[src/rtl/risc_pkg.sv]
// Shared codes for the program-sequencing FSM and the memory arbiter.
package risc_pkg;

    localparam logic [2:0] RESET_STATE = 3'd0;
    localparam logic [2:0] FETCH_INSTR = 3'd1;
    localparam logic [2:0] READ_OPS    = 3'd2;
    localparam logic [2:0] EXECUTE     = 3'd3;
    localparam logic [2:0] WRITEBACK   = 3'd4;

    localparam int REQ_IF  = 0;
    localparam int REQ_LS  = 1;
    localparam int REQ_DMA = 2;

    typedef enum logic [1:0] {
        ARB_IDLE    = 2'b00,
        ARB_BUSY    = 2'b01,
        ARB_RELEASE = 2'b10
    } arb_state_e;

endpackage

[src/rtl/risc_prio_sel.sv]
// Combinational winner select: DMA starvation override, then state-dependent priority.
module risc_prio_sel
    import risc_pkg::*;
(
    input  logic [2:0] req_i,
    input  logic [2:0] cpu_state,
    input  logic       starve_hit,
    output logic [2:0] winner
);

    always_comb begin
        winner = 3'b000;
        if (starve_hit && req_i[REQ_DMA]) begin
            winner[REQ_DMA] = 1'b1;
        end else if (cpu_state == EXECUTE) begin
            // Loads/stores in flight outrank the next fetch during EXECUTE
            if      (req_i[REQ_LS])  winner[REQ_LS]  = 1'b1;
            else if (req_i[REQ_IF])  winner[REQ_IF]  = 1'b1;
            else if (req_i[REQ_DMA]) winner[REQ_DMA] = 1'b1;
        end else begin
            if      (req_i[REQ_IF])  winner[REQ_IF]  = 1'b1;
            else if (req_i[REQ_LS])  winner[REQ_LS]  = 1'b1;
            else if (req_i[REQ_DMA]) winner[REQ_DMA] = 1'b1;
        end
    end

endmodule

[src/rtl/risc_mem_arbiter.sv]
// Three-way memory port arbiter (IF / LS / DMA) with timeout, abort and DMA anti-starvation.
module risc_mem_arbiter
    import risc_pkg::*;
#(
    parameter int TIMEOUT      = 15,
    parameter int STARVE_LIMIT = 4
) (
    input  logic       clk,
    input  logic       reset_n,
    input  logic [2:0] req_i,
    input  logic [2:0] cpu_state,
    input  logic       mem_rdy,
    output logic [2:0] gnt_o,
    output logic       mem_cs,
    output logic [2:0] done_o,
    output logic       timeout_o,
    output logic       busy_o
);

    arb_state_e state;
    logic [7:0] wait_cnt;
    logic [3:0] starve_cnt;
    logic [2:0] winner;
    logic       starve_hit;

    assign starve_hit = (starve_cnt >= 4'(STARVE_LIMIT));
    assign busy_o     = (state != ARB_IDLE);

    risc_prio_sel u_prio_sel (
        .req_i      (req_i),
        .cpu_state  (cpu_state),
        .starve_hit (starve_hit),
        .winner     (winner)
    );

    always_ff @(posedge clk or negedge reset_n) begin
        if (!reset_n) begin
            state      <= ARB_IDLE;
            gnt_o      <= 3'b000;
            mem_cs     <= 1'b0;
            done_o     <= 3'b000;
            timeout_o  <= 1'b0;
            wait_cnt   <= 8'd0;
            starve_cnt <= 4'd0;
        end else begin
            case (state)
                ARB_IDLE: begin
                    done_o    <= 3'b000;
                    timeout_o <= 1'b0;
                    if (req_i != 3'b000) begin
                        gnt_o    <= winner;
                        mem_cs   <= 1'b1;
                        wait_cnt <= 8'd0;
                        state    <= ARB_BUSY;
                        if (winner[REQ_DMA])
                            starve_cnt <= 4'd0;
                        else if (req_i[REQ_DMA] && starve_cnt != 4'hF)
                            starve_cnt <= starve_cnt + 4'd1;
                    end
                end
                ARB_BUSY: begin
                    // Completion outranks both withdrawal and timeout
                    if (mem_rdy) begin
                        done_o <= gnt_o;
                        gnt_o  <= 3'b000;
                        mem_cs <= 1'b0;
                        state  <= ARB_RELEASE;
                    end else if ((req_i & gnt_o) == 3'b000) begin
                        gnt_o  <= 3'b000;
                        mem_cs <= 1'b0;
                        state  <= ARB_RELEASE;
                    end else if (wait_cnt == 8'(TIMEOUT - 1)) begin
                        timeout_o <= 1'b1;
                        gnt_o     <= 3'b000;
                        mem_cs    <= 1'b0;
                        state     <= ARB_RELEASE;
                    end else begin
                        wait_cnt <= wait_cnt + 8'd1;
                    end
                end
                ARB_RELEASE: begin
                    done_o    <= 3'b000;
                    timeout_o <= 1'b0;
                    state     <= ARB_IDLE;
                end
                default: begin
                    gnt_o     <= 3'b000;
                    mem_cs    <= 1'b0;
                    done_o    <= 3'b000;
                    timeout_o <= 1'b0;
                    state     <= ARB_IDLE;
                end
            endcase
        end
    end

endmodule
[config.mk]
export PLATFORM = sky130hd
export DESIGN_NAME = risc_mem_arbiter
export DESIGN_NICKNAME = d
export VERILOG_FILES = /design/src/rtl/risc_pkg.sv /design/src/rtl/risc_prio_sel.sv /design/src/rtl/risc_mem_arbiter.sv
export SDC_FILE = /design/constraint.sdc
export NUM_CORES = 1
export LEC_CHECK = 0
export BUFFER_PORTS_ARGS = -buffer_cell sky130_fd_sc_hd__buf_2
export CAP_MARGIN = 20
export CORE_UTILIZATION = 54
export CTS_CLUSTER_DIAMETER = 50
export DETAILED_ROUTE_END_ITERATION = 7
export GPL_ROUTABILITY_DRIVEN = 1
export PLACE_DENSITY = 0.74
export SETUP_SLACK_MARGIN = 0.3
export SYNTH_ARGS = -nofsm -noshare
export SYNTH_HDL_FRONTEND = slang
export SYNTH_SLANG_ARGS = --single-unit
[constraint.sdc]
create_clock -name clk -period 2.8 [get_ports clk]
set_clock_uncertainty 0.05 [all_clocks]
set_input_delay 0.14 -clock clk [delete_from_list [all_inputs] [get_ports clk]]
set_output_delay 0.14 -clock clk [all_outputs]
set_load 0.01 [all_outputs]
After elaboration in Yosys (flattened, before gate mapping):

Index checks and enable logic that the tools add are counted.

* output and inout bits: 9
* bits in registers: 22

* order comparisons: 1
* reduce and logical (&&, ||, !) cells: 13
* bitwise gates (word level): 2
* add/sub/neg operators: 2
* mux-type cells: 39
* eq/ne operators: 12

Operator list (count)
* $mux 8: 4
* $mux 3: 7
* $mux 1: 16
* $pmux 8 s2: 1
* $mux 2: 6
* $ne 2x2->1 const B: 6
* $pmux 3 s3: 1
* $reduce_and 3->1: 3
* $add 8x1->8 const B: 1
* $eq 8x4->1 const B: 1
* $mux 4: 2
* $ne 4x4->1 const B: 2
* $reduce_bool 2->1: 3
* $reduce_and 5->1: 1
* $add 4x1->4 const B: 1
* $ge 4x3->1 const B: 1
* $pmux 2 s2: 1
* $and 3x3->3: 1
* $eq 3x2->1 const B: 1
* $logic_not 3->1: 1
* $pmux 1 s3: 1
* $reduce_bool 3->1: 1
* $eq 2x1->1 const B: 1
* $eq 2x2->1 const B: 1
* 4 further kinds: 5

Longest topological paths before layout:

Gate-level depths: netlist (run 1).

* depth after elaboration: 7
* mapped depth: 7
* depth with buffers taken out: 7

Hierarchy:

Synthesis (run 1) repeated with hierarchy kept, for this count alone.

* cells, all modules: 116
* area, all modules: 1231.2 µm²

Modules (own cells, without submodules)
* risc_mem_arbiter: cells an instance 109, seq. area each 550.5 µm², instances 1, area each 1167.4 µm²
* risc_prio_sel: cells an instance 7, seq. area each 0.0 µm², instances 1, area each 63.8 µm²

Worst setup path after synthesis (run 1):

OpenSTA, ideal clock, no wires.

* path kind: reg-to-reg
* start point: reg wait_cnt[0]
* end point: reg wait_cnt[1]
* path slack: 0.726 ns
* arrival time: 1.899 ns
* buffers on the path: 0
* stages on the path, launching flop included: 8
* required time: 2.625 ns
* library setup time: 0.125 ns
* cell sequence: dfrtp_1 inv_1 ha_1 or3b_4 o41ai_4 a22o_4 inv_2 mux2_4

* word-level cells in the longest chain between the ends: 5
* elaborated cells on any way between the ends: 8

Ends and longest elaborated chain
* from (decl): line risc_mem_arbiter.sv:21 `logic [7:0] wait_cnt;`
* from (signal assigned): line risc_mem_arbiter.sv:78 `wait_cnt <= wait_cnt + 8'd1;`
* $add 8x1->8: line risc_mem_arbiter.sv:78
* $mux 8: line risc_mem_arbiter.sv:72 `end else if (wait_cnt == 8'(TIMEOUT - 1)) begin`
* $mux 8: line risc_mem_arbiter.sv:68 `end else if ((req_i & gnt_o) == 3'b000) begin`
* $mux 8: line risc_mem_arbiter.sv:63 `if (mem_rdy) begin`
* $pmux 8 s2: line risc_mem_arbiter.sv:46 `case (state)`

Several ways; a longest one is shown, not always the timed one. The select of a mux whose other input is x is not followed.
A chain may end at the register's enable or synchronous reset.

Worst setup path in the final report (run 1):

Same ends and word-level chain as after synthesis.

==> results.md, run 1 <==
Timing:
- Timing would allow up to 442 MHz.
- The final max-slew violation count is 0.
- The clock period minus worst slack is 2.26 ns.
- Measured against its own limit, the worst slew margin works out to 65.8%.
- Setup repair after global routing left no endpoint under its margin.
- The worst path meets setup with 0.539 ns of slack.
- The count of final setup violators is 0.
- The sum of negative setup slack is 0 ns.
- The slew at the pin closest to its max-slew limit is 0.512 ns.
- The number of hold violations in the final report came to 0.
- The final critical-path share of the clock period is 80.8%.

Yosys:
- The synthesized netlist cell count is 104.
- Dividing the synthesized area by the synthesized cell count gives 10.8 µm².
- For this run, the register share of the synthesized area comes to 49.1%.
- Synthesis inferred 22 register bits.
- In this run the cell area of the synthesized design comes to 1120 µm².
- By area the synthesized netlist is led by sky130_fd_sc_hd__dfrtp_1, sky130_fd_sc_hd__o22a_2, sky130_fd_sc_hd__nor2_1.
- The most used flip-flop cell after synthesis is sky130_fd_sc_hd__dfrtp_1.
- The number of synthesized flops with an enable pin is 0.
- Yosys mapped the design onto 38 distinct sky130hd cell types.
- When the netlist entered floorplanning its net count stood at 116.
- Of all flip-flops after synthesis, the portion carrying an async set or reset was 100%.
- After synthesis, the largest area contributor takes up 49.1% of total cell area.
- During synthesis, Yosys emitted a total of 0 warnings.
- The largest total area in the synthesized netlist belongs to sky130_fd_sc_hd__dfrtp_1.

Die:
- The die is 47.6 µm wide.
- The total number of placement rows is 16.
- The top-level I/O count is 18.
- The total die area is 2260 µm².
- The initial core utilization is 57.1%.
- The die boundary height is 47.6 µm.
- The placeable core area is 1960 µm².

Finish:
- In the final layout, flip-flops and latches occupy 551 µm².
- The final net count is 136.
- From synthesis to final layout, the design area changed by 13.6%.
- The proportion of layout cells with a drive suffix above 1 is 29.3%.
- The total inserted antenna cells is 0.
- The filler cell count is 181.
- The total area of multi-input combinational cells is 543 µm².

Clock network:
- The number of hold buffers added after CTS was 1.
- TritonCTS built the clock tree.
- After clock tree synthesis, the clock-pin slew on the worst setup and hold paths is 0.12 ns.
- The clock root buffer master is sky130_fd_sc_hd__clkbuf_4.
- The maximum number of buffers from clock root to sink is 2.
- The clock sink count is 22.
- Once the clock tree was built, the setup fixing pass inserted 0 buffers.
- The number of buffers inserted during clock tree synthesis is 3.
- The total of cells resized after clock tree synthesis is 0.
- The clock insertion delay at the later pin of the skew report is 0.31 ns.
- CTS built an H-tree with a depth of 1.

Global routing:
- Entering global routing, the biggest net connects 23 pins.
- For this run the aggregate overflow at the end of global routing stands at 0.
- The initial antenna violation count came to 0.
- The wire length of the first global-routing pass is 3.63 mm.
- Global routing consumed, over all layers together, 23.3% of the routing resources.
- The via count of the first global-routing pass is 806.

Route:
- After detailed routing, the total wire length is 2.26 mm.
- The mean number of vias per cell is 5.82.
- The first TritonRoute pass finished after 4 iterations.
- Dividing the detail-routed wire length by the instance count gives 15.1 µm.
- The total vias in the final route is 873.
- The count of unresolved DRC violations after routing is 0.
- Once detail routing completed, the nets flagged for antenna violations numbered 0.
- The DRC violation total after the first TritonRoute iteration is 23.

Pwr:
- IR analysis of the VDD net gives a maximum drop of 0.487 mV.
- The leakage power figure is 0.580 nW.
- For this design the ratio of total power to cell area is 839 nW/µm².

Critical path:
- The slowest stage of the critical path is the sky130_fd_sc_hd__dfrtp_1 cell.
- At the worst endpoint, the required time is 2.96 ns.
- The arrival time at the worst endpoint is 2.42 ns.
- The largest single stage delay on the critical path is 0.44 ns.
- Traced cell by cell, the critical path runs through inv_1 -> ha_1 -> or3b_4 -> o41ai_4 -> a22o_4 -> inv_2 -> mux2_4.
- The critical-path maximum fanout is 8.
- The number of buffers and inverters on the critical path is 2.
- The class of the most critical setup path is reg -> reg.
- On the critical path the largest part of the delay comes from compound AO/OA/AOI/OAI gates.
- STA classifies the critical path endpoint as a flop.
- The kind of start point of the critical path is a flop.

Place:
- The count of buffers from port buffering is 17.
- Timing analysis after detailed placement gives a worst setup slack of 0.574 ns.
- Summed over all nets, the half-perimeter wirelength after detailed placement is 1.61 mm.
- Routability-driven placement finished with a final weighted congestion of 0.836.

Hold path:
- The path class of the tightest hold or removal check is in -> reg.

Outcome:
- The flow ran to the end, and the final reports show no timing, DRC or antenna violations.

Run:
- Max-cap violations in this run came to 0.
## cells in the mapped netlist (2+ instances only)
cell type / count
sky130_fd_sc_hd__or2_2: 2
sky130_fd_sc_hd__mux2i_1: 3
sky130_fd_sc_hd__dfrtp_1: 22
sky130_fd_sc_hd__ha_1: 3
sky130_fd_sc_hd__inv_1: 3
sky130_fd_sc_hd__a32o_1: 3
sky130_fd_sc_hd__nand3_1: 3
sky130_fd_sc_hd__o21ai_0: 6
sky130_fd_sc_hd__nand2b_1: 2
sky130_fd_sc_hd__nor3_1: 4
sky130_fd_sc_hd__nor4_1: 3
sky130_fd_sc_hd__o22a_2: 5
sky130_fd_sc_hd__a31oi_1: 2
sky130_fd_sc_hd__nand2_1: 8
sky130_fd_sc_hd__clkbuf_1: 2
sky130_fd_sc_hd__nor2_1: 11
## per-stage QoR
stage	total power [mW]	area [µm²]	instances	hold slack [ns]	utilization, %
5_1_grt	1.14	1270	150	0.0805	64.9
2_1_floorplan	0.774	1120	104	-0.206	-
4_1_cts	1.07	1270	150	0.0450	64.9
3_5_place_dp	0.895	1230	145	0.0797	62.6
6_report	1.07	1270	150	0.0476	64.9
3_3_place_gp	0.880	1230	145	0.0670	62.6
## registers in the layout, summed over array words and instances (netlist names)
name / count
wait_cnt: 8
mem_cs: 1
timeout_o: 1
gnt_o: 3
state: 2
done_o: 3
starve_cnt: 4
## metal layers
layer	wire length (µm)	vias to the layer above	GRT usage (%)	part of all wire, %
met2	1110	21	38.6	49
met1	1040	421	31.3	46
li1	-	426	-	-
met3	77	5	2.26	3.4
met4	38	0	10.0	1.7
met5	0	-	0	0
## worst register-to-register path, stage by stage, from the launching register on
cell and delay, ns:
sky130_fd_sc_hd__dfrtp_1 0.44, sky130_fd_sc_hd__inv_1 0.09, sky130_fd_sc_hd__ha_1 0.14, sky130_fd_sc_hd__or3b_4 0.39, sky130_fd_sc_hd__o41ai_4 0.44, sky130_fd_sc_hd__a22o_4 0.27
sky130_fd_sc_hd__inv_2 0.06, sky130_fd_sc_hd__mux2_4 0.29
## placed cells by master (no fill, tap or decap), drive strengths merged, types with 3 or more instances in the layout
master / synthesis / routed
o21ai: 6 / 6
nand3: 3 / 3
clkbuf: 2 / 4
nand2: 8 / 8
buf: 1 / 17
ha: 3 / 3
a32o: 3 / 3
mux2i: 3 / 3
o22a: 5 / 5
nor2: 11 / 11
nor4: 3 / 3
dfrtp: 22 / 22
nor3: 4 / 4
inv: 4 / 4
## cell families (layout without fill, tap and decap cells)
kind of cell,after synthesis,after routing,share of synthesized area [%]
AO/OA/AOI/OAI,27,27,22.0
AND/OR/NAND/NOR,40,40,18.1
adder cells (fa/ha/maj),3,3,3.35
multiplexers,5,5,5.02
flip-flops,22,22,49.1
buffers and inverters,7,26,2.45
## worst paths after layout
kind	startpoint	endpoint	slack [ns]	depth (start not counted)
max in group asynchronous	reset_n	starve_cnt[1]$_DFFE_PN0P_	2.13	2
worst max register to register	wait_cnt[0]$_DFFE_PN0P_	wait_cnt[1]$_DFFE_PN0P_	0.54	7
min in group asynchronous	reset_n	done_o[1]$_DFFE_PN0P_	0.26	2
worst min-delay path	req_i[2]	starve_cnt[2]$_DFFE_PN0P_	0.05	2
worst max-delay path	wait_cnt[0]$_DFFE_PN0P_	wait_cnt[1]$_DFFE_PN0P_	0.54	7
worst min register to register	mem_cs$_DFFE_PN0P_	mem_cs$_DFFE_PN0P_	0.47	1
## final cells by class
type / instances / area share [%]
Clock buffer: 4 / 2.85
Sequential cell: 22 / 43.2
Timing Repair Buffer: 18 / 7.47
Multi-Input combinational cell: 75 / 42.6
Tap cell: 27 / 2.65
Inverter: 4 / 1.18
## power by group
| part | switching, mW | leakage, nW | internal (mW) |
|---|---|---|---|
| Clock | 0.0941 | 0.0210 | 0.0795 |
| Combinational | 0.256 | 0.262 | 0.187 |
| Sequential | 0.0637 | 0.296 | 0.389 |
Power figures use the tool's default switching activity.
==> run 2, diff against run 1 <==
--- a/config.mk
+++ b/config.mk
@@ -5,13 +5,14 @@
 export SDC_FILE = /design/constraint.sdc
 export NUM_CORES = 1
 export LEC_CHECK = 0
+export ABC_AREA = 1
 export BUFFER_PORTS_ARGS = -buffer_cell sky130_fd_sc_hd__buf_2
 export CAP_MARGIN = 20
-export CORE_UTILIZATION = 54
+export CORE_UTILIZATION = 49
 export CTS_CLUSTER_DIAMETER = 50
 export DETAILED_ROUTE_END_ITERATION = 7
 export GPL_ROUTABILITY_DRIVEN = 1
-export PLACE_DENSITY = 0.74
+export PLACE_DENSITY = 0.7
 export SETUP_SLACK_MARGIN = 0.3
 export SYNTH_ARGS = -nofsm -noshare
 export SYNTH_HDL_FRONTEND = slang
==> constraint.sdc (replaced) <==
create_clock -name clk -period 2 [get_ports clk]
set_clock_uncertainty 0.05 [all_clocks]
set_input_delay 0.1 -clock clk [delete_from_list [all_inputs] [get_ports clk]]
set_output_delay 0.1 -clock clk [all_outputs]
set_load 0.01 [all_outputs]
==> run 2 against run 1 <==
Compared with the run above: critical path depth increased by 1; core utilization decreased by 3.4 points; critical endpoint is now wait_cnt[3]$_DFFE_PN0P_; cell count increased by 40%; total power increased by 44%.
==> results.md, run 2 <==
Outcome:
- The flow ran to the end, and the final reports show no timing, DRC or antenna violations.

Critical path:
- The setup slack of the most critical reg-to-reg path is 0.50 ns (-0.03 ns).
- The worst setup path is captured at a flop.
- The critical-path maximum fanout is 9 (+1).
- The arrival time at the worst endpoint came to 1.70 ns (-0.72 ns).
- The worst register-to-register path ends at wait_cnt[3]$_DFFE_PN0P_.
- The data required time of the worst path is 2.20 ns (-0.76 ns).
- The kind of start point of the critical path is a flop.
- The number of cells on the worst reg-to-reg path is 8 (+1).
- The reg-to-reg startpoint is wait_cnt[0]$_DFFE_PN0P_.
- The critical path is of the reg -> reg type.

Hold path:
- The worst hold path terminates at gnt_o[1]$_DFFE_PN0P_.
- The class of the most critical hold timing path is in -> reg.
- The number of instances on the worst hold path is 3 (+1).
- The startpoint identified for the worst hold timing path is req_i[1].

Timing:
- The number of hold violations in the final report is 0 (unchanged).
- The worst max-slew margin expressed relative to the limit is 67.6% (+1.8 points).
- The maximum clock frequency is 669 MHz (+51%).
- The clock period minus worst slack is 1.50 ns (-0.766 ns).
- The final critical-path share of the clock period is 74.8% (-6.0 points).
- The slew at the pin closest to its max-slew limit was 0.486 ns (-0.0257 ns).
- The count of final setup violators was 0 (unchanged).
- Setup repair after global routing left no endpoint under its margin.
- The sum of negative setup slack is 0 ns (unchanged).
- The worst hold slack is 0.0149 ns (-0.0326 ns).
- The final max-slew violation count is 0 (unchanged).

Clock network:
- The post-CTS setup repair buffer count is 0 (unchanged).
- The maximum number of buffers from clock root to sink came to 2 (unchanged).
- The clock insertion delay at the later pin of the skew report was 0.31 ns (about the same).
- The number of buffers inserted during clock tree synthesis was 3 (unchanged).
- The clock root buffer master is sky130_fd_sc_hd__clkbuf_4.
- The clock sink count is 22 (unchanged).
- The CTS tree is built.
- The clock transition at the registers of the reported paths is 0.14 ns (+0.02 ns).
- The total number of H-tree levels is 1 (unchanged).

Route:
- The total vias in the final route is 1,060 (+21%).
- The detailed-routed wire length on met3 is 57 µm (-26%).
- The mean number of vias per cell was 5.05 (-13%).
- The DRC violation total after the first TritonRoute iteration is 18 (-22%).
- The overall routed net length is 2.39 mm (+5.6%).
- The length of the first detailed-routing pass in iterations was 4 (unchanged).
- The count of unresolved DRC violations after routing came to 0 (unchanged).
- The number of nets still failing antenna checks after routing is 0 (unchanged).
- The routed length per instance came to 11.4 µm (-25%).
- Signal routing reaches up to met4.
- The met2 wire length is 1.10 mm (-0.90%).
- The met1 wire length is 1.21 mm (+16%).

Die:
- The die boundary height came to 51.1 µm (+7.5%).
- The placeable core area is 2230 µm² (+14%).
- The total number of placement rows is 17 (+1).
- The horizontal die dimension is 51.1 µm (+7.5%).
- The top-level I/O count was 18 (unchanged).
- The total die area is 2610 µm² (+16%).
- The initial core utilization came to 52.9% (-4.2 points).

Finish:
- In the final layout, the registers with the most flip-flops are wait_cnt x8, starve_cnt x4.
- The proportion of layout cells with a drive suffix above 1 is 14.8% (-14 points).
- The core utilization of the finished layout was 61.6% (-3.4 points).
- The area overhead of the layout relative to synthesis is 16.3%.
- The most common library cell in the layout ignoring fill and taps is sky130_fd_sc_hd__nand2_1.
- The final net count is 195 (+43%).
- More flip-flops sit in one register than any other, and that register is wait_cnt.
- The total inserted antenna cells is 0 (unchanged).
- The cell area after layout is 1380 µm² (+8.0%).
- In the layout the commonest cells are sky130_fd_sc_hd__nand2_1, sky130_fd_sc_hd__dfrtp_1, sky130_fd_sc_hd__nand3_1, sky130_fd_sc_hd__inv_1, sky130_fd_sc_hd__buf_2.
- The number of flip-flops under the largest register name is 8 (unchanged).

Yosys:
- The primary flip-flop cell chosen by synthesis mapping is sky130_fd_sc_hd__dfrtp_1.
- The most frequent cell after synthesis is sky130_fd_sc_hd__nand2_1.
- The number of warning messages in the yosys log is 0 (unchanged).
- The portion of the post-synthesis area used by sequential elements came to 46.6% (-2.5 points).
- The cell taking the most area after synthesis is sky130_fd_sc_hd__dfrtp_1.
- After synthesis, the cell types taking the most area are sky130_fd_sc_hd__dfrtp_1, sky130_fd_sc_hd__nand2_1, sky130_fd_sc_hd__nand3_1.
- The synthesized netlist cell count came to 159 (+53%).
- The net count after synthesis is 171 (+47%).
- The share of flip-flops with an asynchronous set or reset after synthesis is 100% (unchanged).
- After synthesis, the most frequently instantiated cells are sky130_fd_sc_hd__nand2_1, sky130_fd_sc_hd__dfrtp_1, sky130_fd_sc_hd__nand3_1.
- The number of synthesized flops with an enable pin was 0 (unchanged).
- The average instance area after synthesis is 7.44 µm² (-31%).
- The number of flip-flops and latches in the synthesized netlist is 22 (unchanged).
- The distinct cell type count after synthesis is 17 (-55%).
- The portion of synthesized cell area occupied by the leading cell type is 46.6% (-2.5 points).
- The synthesized area is 1180 µm² (+5.5%).

Global routing:
- The pin count of the biggest net entering global routing is 23 (unchanged).
- The via count of the first global-routing pass is 996 (+24%).
- The wire length of the first global-routing pass came to 4.26 mm (+17%).
- The combined global-route utilization of all metal layers is 22.2% (-1.1 points).
- The initial antenna violation count was 0 (unchanged).
- The overflow left after global routing is 0 (unchanged).

Pwr:
- The leakage power figure is 0.798 nW (+38%).
- The maximum vdd drop is 0.930 mV (+91%).
- The power density normalized to cell area is 1120 nW/µm² (+33%).
- The final total power is 1.54 mW (+44%).

Place:
- The final RePlAce weighted congestion came to 0.863 (+3.2%).
- The count of buffers from port buffering is 17 (unchanged).
- The placed instance area is 1300 µm² (+6.1%).
- The HPWL after detailed placement is 1.82 mm (+13%).

Run:
- The count of max-cap constraint violations is 0 (unchanged).
## run 2: cell types whose count changed in the layout (fill, tap and decap cells not counted), sizes merged, moves of 4 or more
cell   change
o22a       -5
nor2       +8
nand3     +18
nand2     +52
inv       +16
a21oi      +4
## run 2: worst max-delay path: stages, from the launching register on
cell and delay [ns]:
sky130_fd_sc_hd__dfrtp_1 0.43, sky130_fd_sc_hd__inv_1 0.11, sky130_fd_sc_hd__ha_1 0.18, sky130_fd_sc_hd__nand3_1 0.12, sky130_fd_sc_hd__o21ai_2 0.20, sky130_fd_sc_hd__nand2_2 0.11, sky130_fd_sc_hd__nand2_4 0.12, sky130_fd_sc_hd__nand2_1 0.06
sky130_fd_sc_hd__nand2_1 0.06
## run 2: stage by stage
step           instances  worst slack (ns)
3_5_place_dp         204             0.535
6_report             210             0.505
3_3_place_gp         204             0.595
5_1_grt              210             0.391
2_1_floorplan        159             0.659
4_1_cts              210             0.504
## run 2: what timing repair did
| action | 4_1_cts | 5_1_grt |
|---|---|---|
| hold buffers | 2 | 0 |
| gates resized for setup | 0 | 0 |
| hold endpoints to repair | 23 | 0 |
## run 2: worst max path at each step
stage | end | from | cells past startpoint | slack (ns)
after floorplan | wait_cnt[5]$_DFFE_PN0P_ | wait_cnt[0]$_DFFE_PN0P_ | 8 | 0.66
after global placement | wait_cnt[5]$_DFFE_PN0P_ | wait_cnt[0]$_DFFE_PN0P_ | 8 | 0.60
after detailed placement | wait_cnt[0]$_DFFE_PN0P_ | wait_cnt[0]$_DFFE_PN0P_ | 8 | 0.53
after CTS | wait_cnt[0]$_DFFE_PN0P_ | wait_cnt[0]$_DFFE_PN0P_ | 8 | 0.50
after global routing | wait_cnt[3]$_DFFE_PN0P_ | wait_cnt[0]$_DFFE_PN0P_ | 8 | 0.39
final | wait_cnt[3]$_DFFE_PN0P_ | wait_cnt[0]$_DFFE_PN0P_ | 8 | 0.50
## run 2: cell type report
| type | instances | area, µm² |
|---|---|---|
| multi-input cells | 117 | 557 |
| repair buffers | 19 | 105 |
| clock buffers | 3 | 22.5 |
| flip-flops and latches | 22 | 551 |
| clock inverters | 1 | 30.0 |
| inverters | 20 | 75.1 |
| well taps | 28 | 35.0 |
| fillers | 208 | 858 |
## run 2: per-layer routing
metal	global-route usage [%]	vias to the layer above
li1	-	547
met1	30.5	493
met2	35.1	16
met3	3.57	4
met4	8.33	0
met5	0	-
## run 2: kinds of logic after synthesis
family / share of synthesized area, %
AND/OR/NAND/NOR: 38.6
flip-flops: 46.6
buffers and inverters: 6.35
AO/OA/AOI/OAI: 4.55
adder cells (fa/ha/maj): 3.17
XOR/XNOR: 0.741
## run 2: power by group
group,switching [mW],total (mW),leakage [nW],internal (mW)
Sequential,0.0851,0.626,0.296,0.541
Clock,0.146,0.349,0.0279,0.203
Combinational,0.380,0.564,0.475,0.184
==> run 3, diff against run 2 <==
==> constraint.sdc (replaced) <==
create_clock -name clk -period 1.2 [get_ports clk]
set_clock_uncertainty 0.05 [all_clocks]
set_input_delay 0.06 -clock clk [delete_from_list [all_inputs] [get_ports clk]]
set_output_delay 0.06 -clock clk [all_outputs]
set_load 0.01 [all_outputs]
==> run 3 against run 2 <==
Compared with the run above: die area is the same; core utilization is 25 points higher; the flow now finishes with violations (setup timing); worst hold slack improved by 0.020 ns; largest cell class unchanged.
==> results.md, run 3 (synthesized netlist as in run 2, its figures left out) <==
Outcome:
- The run finished, with violations left.
- The final reports fail on setup timing.

Timing:
- The final setup slack of the worst path is -0.239 ns (-0.744 ns).
- The final max-slew violation count is 0 (unchanged).
- The clock period minus worst slack is 1.44 ns (-0.0563 ns).
- The slew at the pin closest to its max-slew limit came to 0.511 ns (+0.0247 ns).
- The worst hold slack is 0.0353 ns (+0.0204 ns).
- Setup repair after global routing could not meet its margin everywhere.
- The maximum clock frequency was 695 MHz (+3.9%).
- The number of hold violations in the final report came to 0 (unchanged).
- The worst max-slew margin expressed relative to the limit is 66.0% (-1.6 points).
- The count of final setup violators came to 20 (+20).
- The final critical-path share of the clock period is 120% (+45 points).

Finish:
- The filler cell count is 117 (-44%).
- The largest registers in the layout are wait_cnt x8, starve_cnt x4.
- The proportion of layout cells with a drive suffix above 1 was 48.9% (+34 points).
- Leaving out fill and tap cells, the most frequent cell in the layout is sky130_fd_sc_hd__nand2_1.
- The area overhead of the layout relative to synthesis is 62.8%.
- The core utilization of the finished layout came to 86.2% (+25 points).
- The number of flip-flops under the largest register name is 8 (unchanged).
- The library cells used most frequently in the layout, excluding fill and tap cells, are sky130_fd_sc_hd__nand2_1, sky130_fd_sc_hd__buf_4, sky130_fd_sc_hd__dfrtp_1, sky130_fd_sc_hd__nor2_1, sky130_fd_sc_hd__nand2_2.
- The register with the most flip-flops is wait_cnt.
- The final net count is 238 (+22%).
- The total inserted antenna cells is 0 (unchanged).

Pwr:
- The power density normalized to cell area is 1900 nW/µm² (+69%).
- The maximum vdd drop is 1.48 mV (+59%).
- The leakage power figure is 1.02 nW (+28%).

Critical path:
- The data required time of the worst path is 1.41 ns (-0.79 ns).
- The worst reg2reg path endpoint is wait_cnt[6]$_DFFE_PN0P_.
- The setup slack of the most critical reg-to-reg path is -0.24 ns (-0.74 ns).
- The category of the worst setup path capture point is a flop.
- The worst setup path endpoint is wait_cnt[6]$_DFFE_PN0P_.
- The number of cells on the worst reg-to-reg path is 8 (unchanged).
- The cell family contributing the most delay on the critical path is simple AND/OR/NAND/NOR gates.
- Tracing the worst setup path back leads to its startpoint at wait_cnt[0]$_DFFE_PN0P_.
- The largest incremental delay on the critical path came to 0.41 ns (-0.02 ns).
- The logic depth of the worst path, buffers included was 8 (unchanged).
- The slowest stage of the critical path belongs to the cell sky130_fd_sc_hd__dfrtp_1.
- In this design, the critical path's most frequently occurring cell is sky130_fd_sc_hd__nand2_1.
- The kind of start point of the critical path is a flop.
- The number of buffers and inverters on the critical path was 2 (+1).
- The reg-to-reg startpoint is wait_cnt[0]$_DFFE_PN0P_.
- Traced cell by cell, the critical path runs through inv_2 -> ha_4 -> nand3_4 -> o21ai_4 -> buf_6 -> nor2_4 -> nand2_1 -> nand2_1.
- The critical-path maximum fanout came to 6 (-3).
- The class of the most critical setup path is reg -> reg.
- The arrival time at the worst endpoint came to 1.65 ns (-0.05 ns).

Run:
- The count of max-cap constraint violations is 0 (unchanged).

Place:
- The count of buffers from port buffering was 17 (unchanged).
- The final RePlAce weighted congestion is 0.917 (+6.4%).
- The HPWL after detailed placement is 2.01 mm (+10%).

Die:
- The horizontal die dimension is 51.1 µm (unchanged).
- The top-level I/O count is 18 (unchanged).
- The total die area is 2610 µm² (unchanged).
- The total number of placement rows came to 17 (unchanged).
- The initial core utilization was 52.9% (unchanged).
- The die boundary height is 51.1 µm (unchanged).
- The placeable core area was 2230 µm² (unchanged).

Global routing:
- The wire length of the first global-routing pass is 5.76 mm (+35%).
- The via count of the first global-routing pass is 1,288 (+29%).
- The pin count of the biggest net entering global routing came to 23 (unchanged).
- The overflow left after global routing is 0 (unchanged).
- The combined global-route utilization of all metal layers was 30.3% (+8.1 points).
- The initial antenna violation count came to 0 (unchanged).

Route:
- The number of nets still failing antenna checks after routing is 0 (unchanged).
- The mean number of vias per cell is 5.39 (+6.8%).
- The count of unresolved DRC violations after routing is 0 (unchanged).
- The DRC violation total after the first TritonRoute iteration is 54 (+36).
- The routed length per instance came to 15.8 µm (+38%).
- The total vias in the final route is 1,364 (+29%).
- The overall routed net length came to 3.99 mm (+67%).
- The length of the first detailed-routing pass in iterations came to 4 (unchanged).

Clock network:
- The maximum number of buffers from clock root to sink is 2 (unchanged).
- The clock transition at the registers of the reported paths is 0.13 ns (about the same).
- The total number of H-tree levels is 1 (unchanged).
- The clock sink count is 22 (unchanged).
- TritonCTS built the clock tree.
- The number of buffers inserted during clock tree synthesis is 3 (unchanged).
- The clock insertion delay at the later pin of the skew report was 0.31 ns (about the same).
- CTS placed an instance of sky130_fd_sc_hd__clkbuf_4 at the clock tree root.

Hold path:
- The worst hold path belongs to the class in -> reg.
run 3: cell types whose count changed in the layout (fill, tap and decap cells not counted), moves of 3 or more:
cell                            delta
sky130_fd_sc_hd__nand3_2          +10
sky130_fd_sc_hd__inv_1             -7
sky130_fd_sc_hd__buf_6            +13
sky130_fd_sc_hd__nand2_4           +3
sky130_fd_sc_hd__nand3_1          -11
sky130_fd_sc_hd__dfrtp_2           +4
sky130_fd_sc_hd__buf_2             -4
sky130_fd_sc_hd__inv_2             +6
sky130_fd_sc_hd__buf_4            +29
sky130_fd_sc_hd__nand2_2          +13
sky130_fd_sc_hd__dfrtp_1           -4
sky130_fd_sc_hd__nand2_1          -15
sky130_fd_sc_hd__dlygate4sd3_1     +4
run 3: tightest hold or removal path, delay by kind of cell:
| family | cells | cell delay, ns |
|---|---|---|
| AND/OR/NAND/NOR | 3 | 0.18 |
| buffers and inverters | 1 | 0.13 |
run 3: repair_timing:
action | 4_1_cts | 5_1_grt
gates resized for setup | 27 | 26
hold buffers | 6 | 0
pin swaps | 6 | 7
gates cloned | 1 | 0
endpoints found under the hold margin | 27 | 0
setup buffers | 12 | 7
endpoints found under the setup margin | 31 | 31
run 3: final cells by class:
type	count	area (µm²)	area share (%)
Clock buffer	4	36.3	1.89
Inverter	20	80.1	4.16
Multi-Input combinational cell	118	728	37.8
Sequential cell	22	556	28.9
Tap cell	28	35.0	1.82
Timing Repair Buffer	61	489	25.4
run 3: where the power goes:
part | switching [mW] | total (mW) | internal [mW] | leakage, nW
clock network | 0.235 | 0.420 | 0.185 | 0.0210
registers | 0.154 | 1.06 | 0.906 | 0.289
logic | 1.13 | 2.17 | 1.04 | 0.712
total | 1.52 | 3.65 | 2.13 | 1.02
run 3: worst min path at each step:
| stage | startpoint | end | slack (ns) | cells after the start |
|---|---|---|---|---|
| 2_1_floorplan | reset_n | done_o[0]$_DFFE_PN0P_ | -0.29 | 0 |
| 3_3_place_gp | reset_n | done_o[1]$_DFFE_PN0P_ | -0.005 | 1 |
| 3_5_place_dp | reset_n | gnt_o[1]$_DFFE_PN0P_ | 0.005 | 1 |
| 4_1_cts | mem_rdy | done_o[2]$_DFFE_PN0P_ | 0.02 | 4 |
| 5_1_grt | req_i[2] | starve_cnt[1]$_DFFE_PN0P_ | 0.05 | 4 |
| 6_report | req_i[2] | starve_cnt[1]$_DFFE_PN0P_ | 0.04 | 4 |
run 3: through the flow:
stage	setup TNS, ns	setup slack, ns	instance area [µm²]	cells	total power, mW
2_1_floorplan	-0.535	-0.0626	1230	159	1.81
3_3_place_gp	-1.31	-0.123	1490	223	2.32
3_5_place_dp	-1.82	-0.175	1490	223	2.36
4_1_cts	-1.76	-0.155	1800	246	3.26
5_1_grt	-3.86	-0.280	1920	253	3.84
6_report	-2.76	-0.239	1920	253	3.65
run 3: metal layers:
layer  share of wire [%]  global-route usage, %
met4                 2.4                   11.1
met3                 5.0                   4.17
met5                   0                      0
met1                  40                   36.5
met2                  53                   54.4
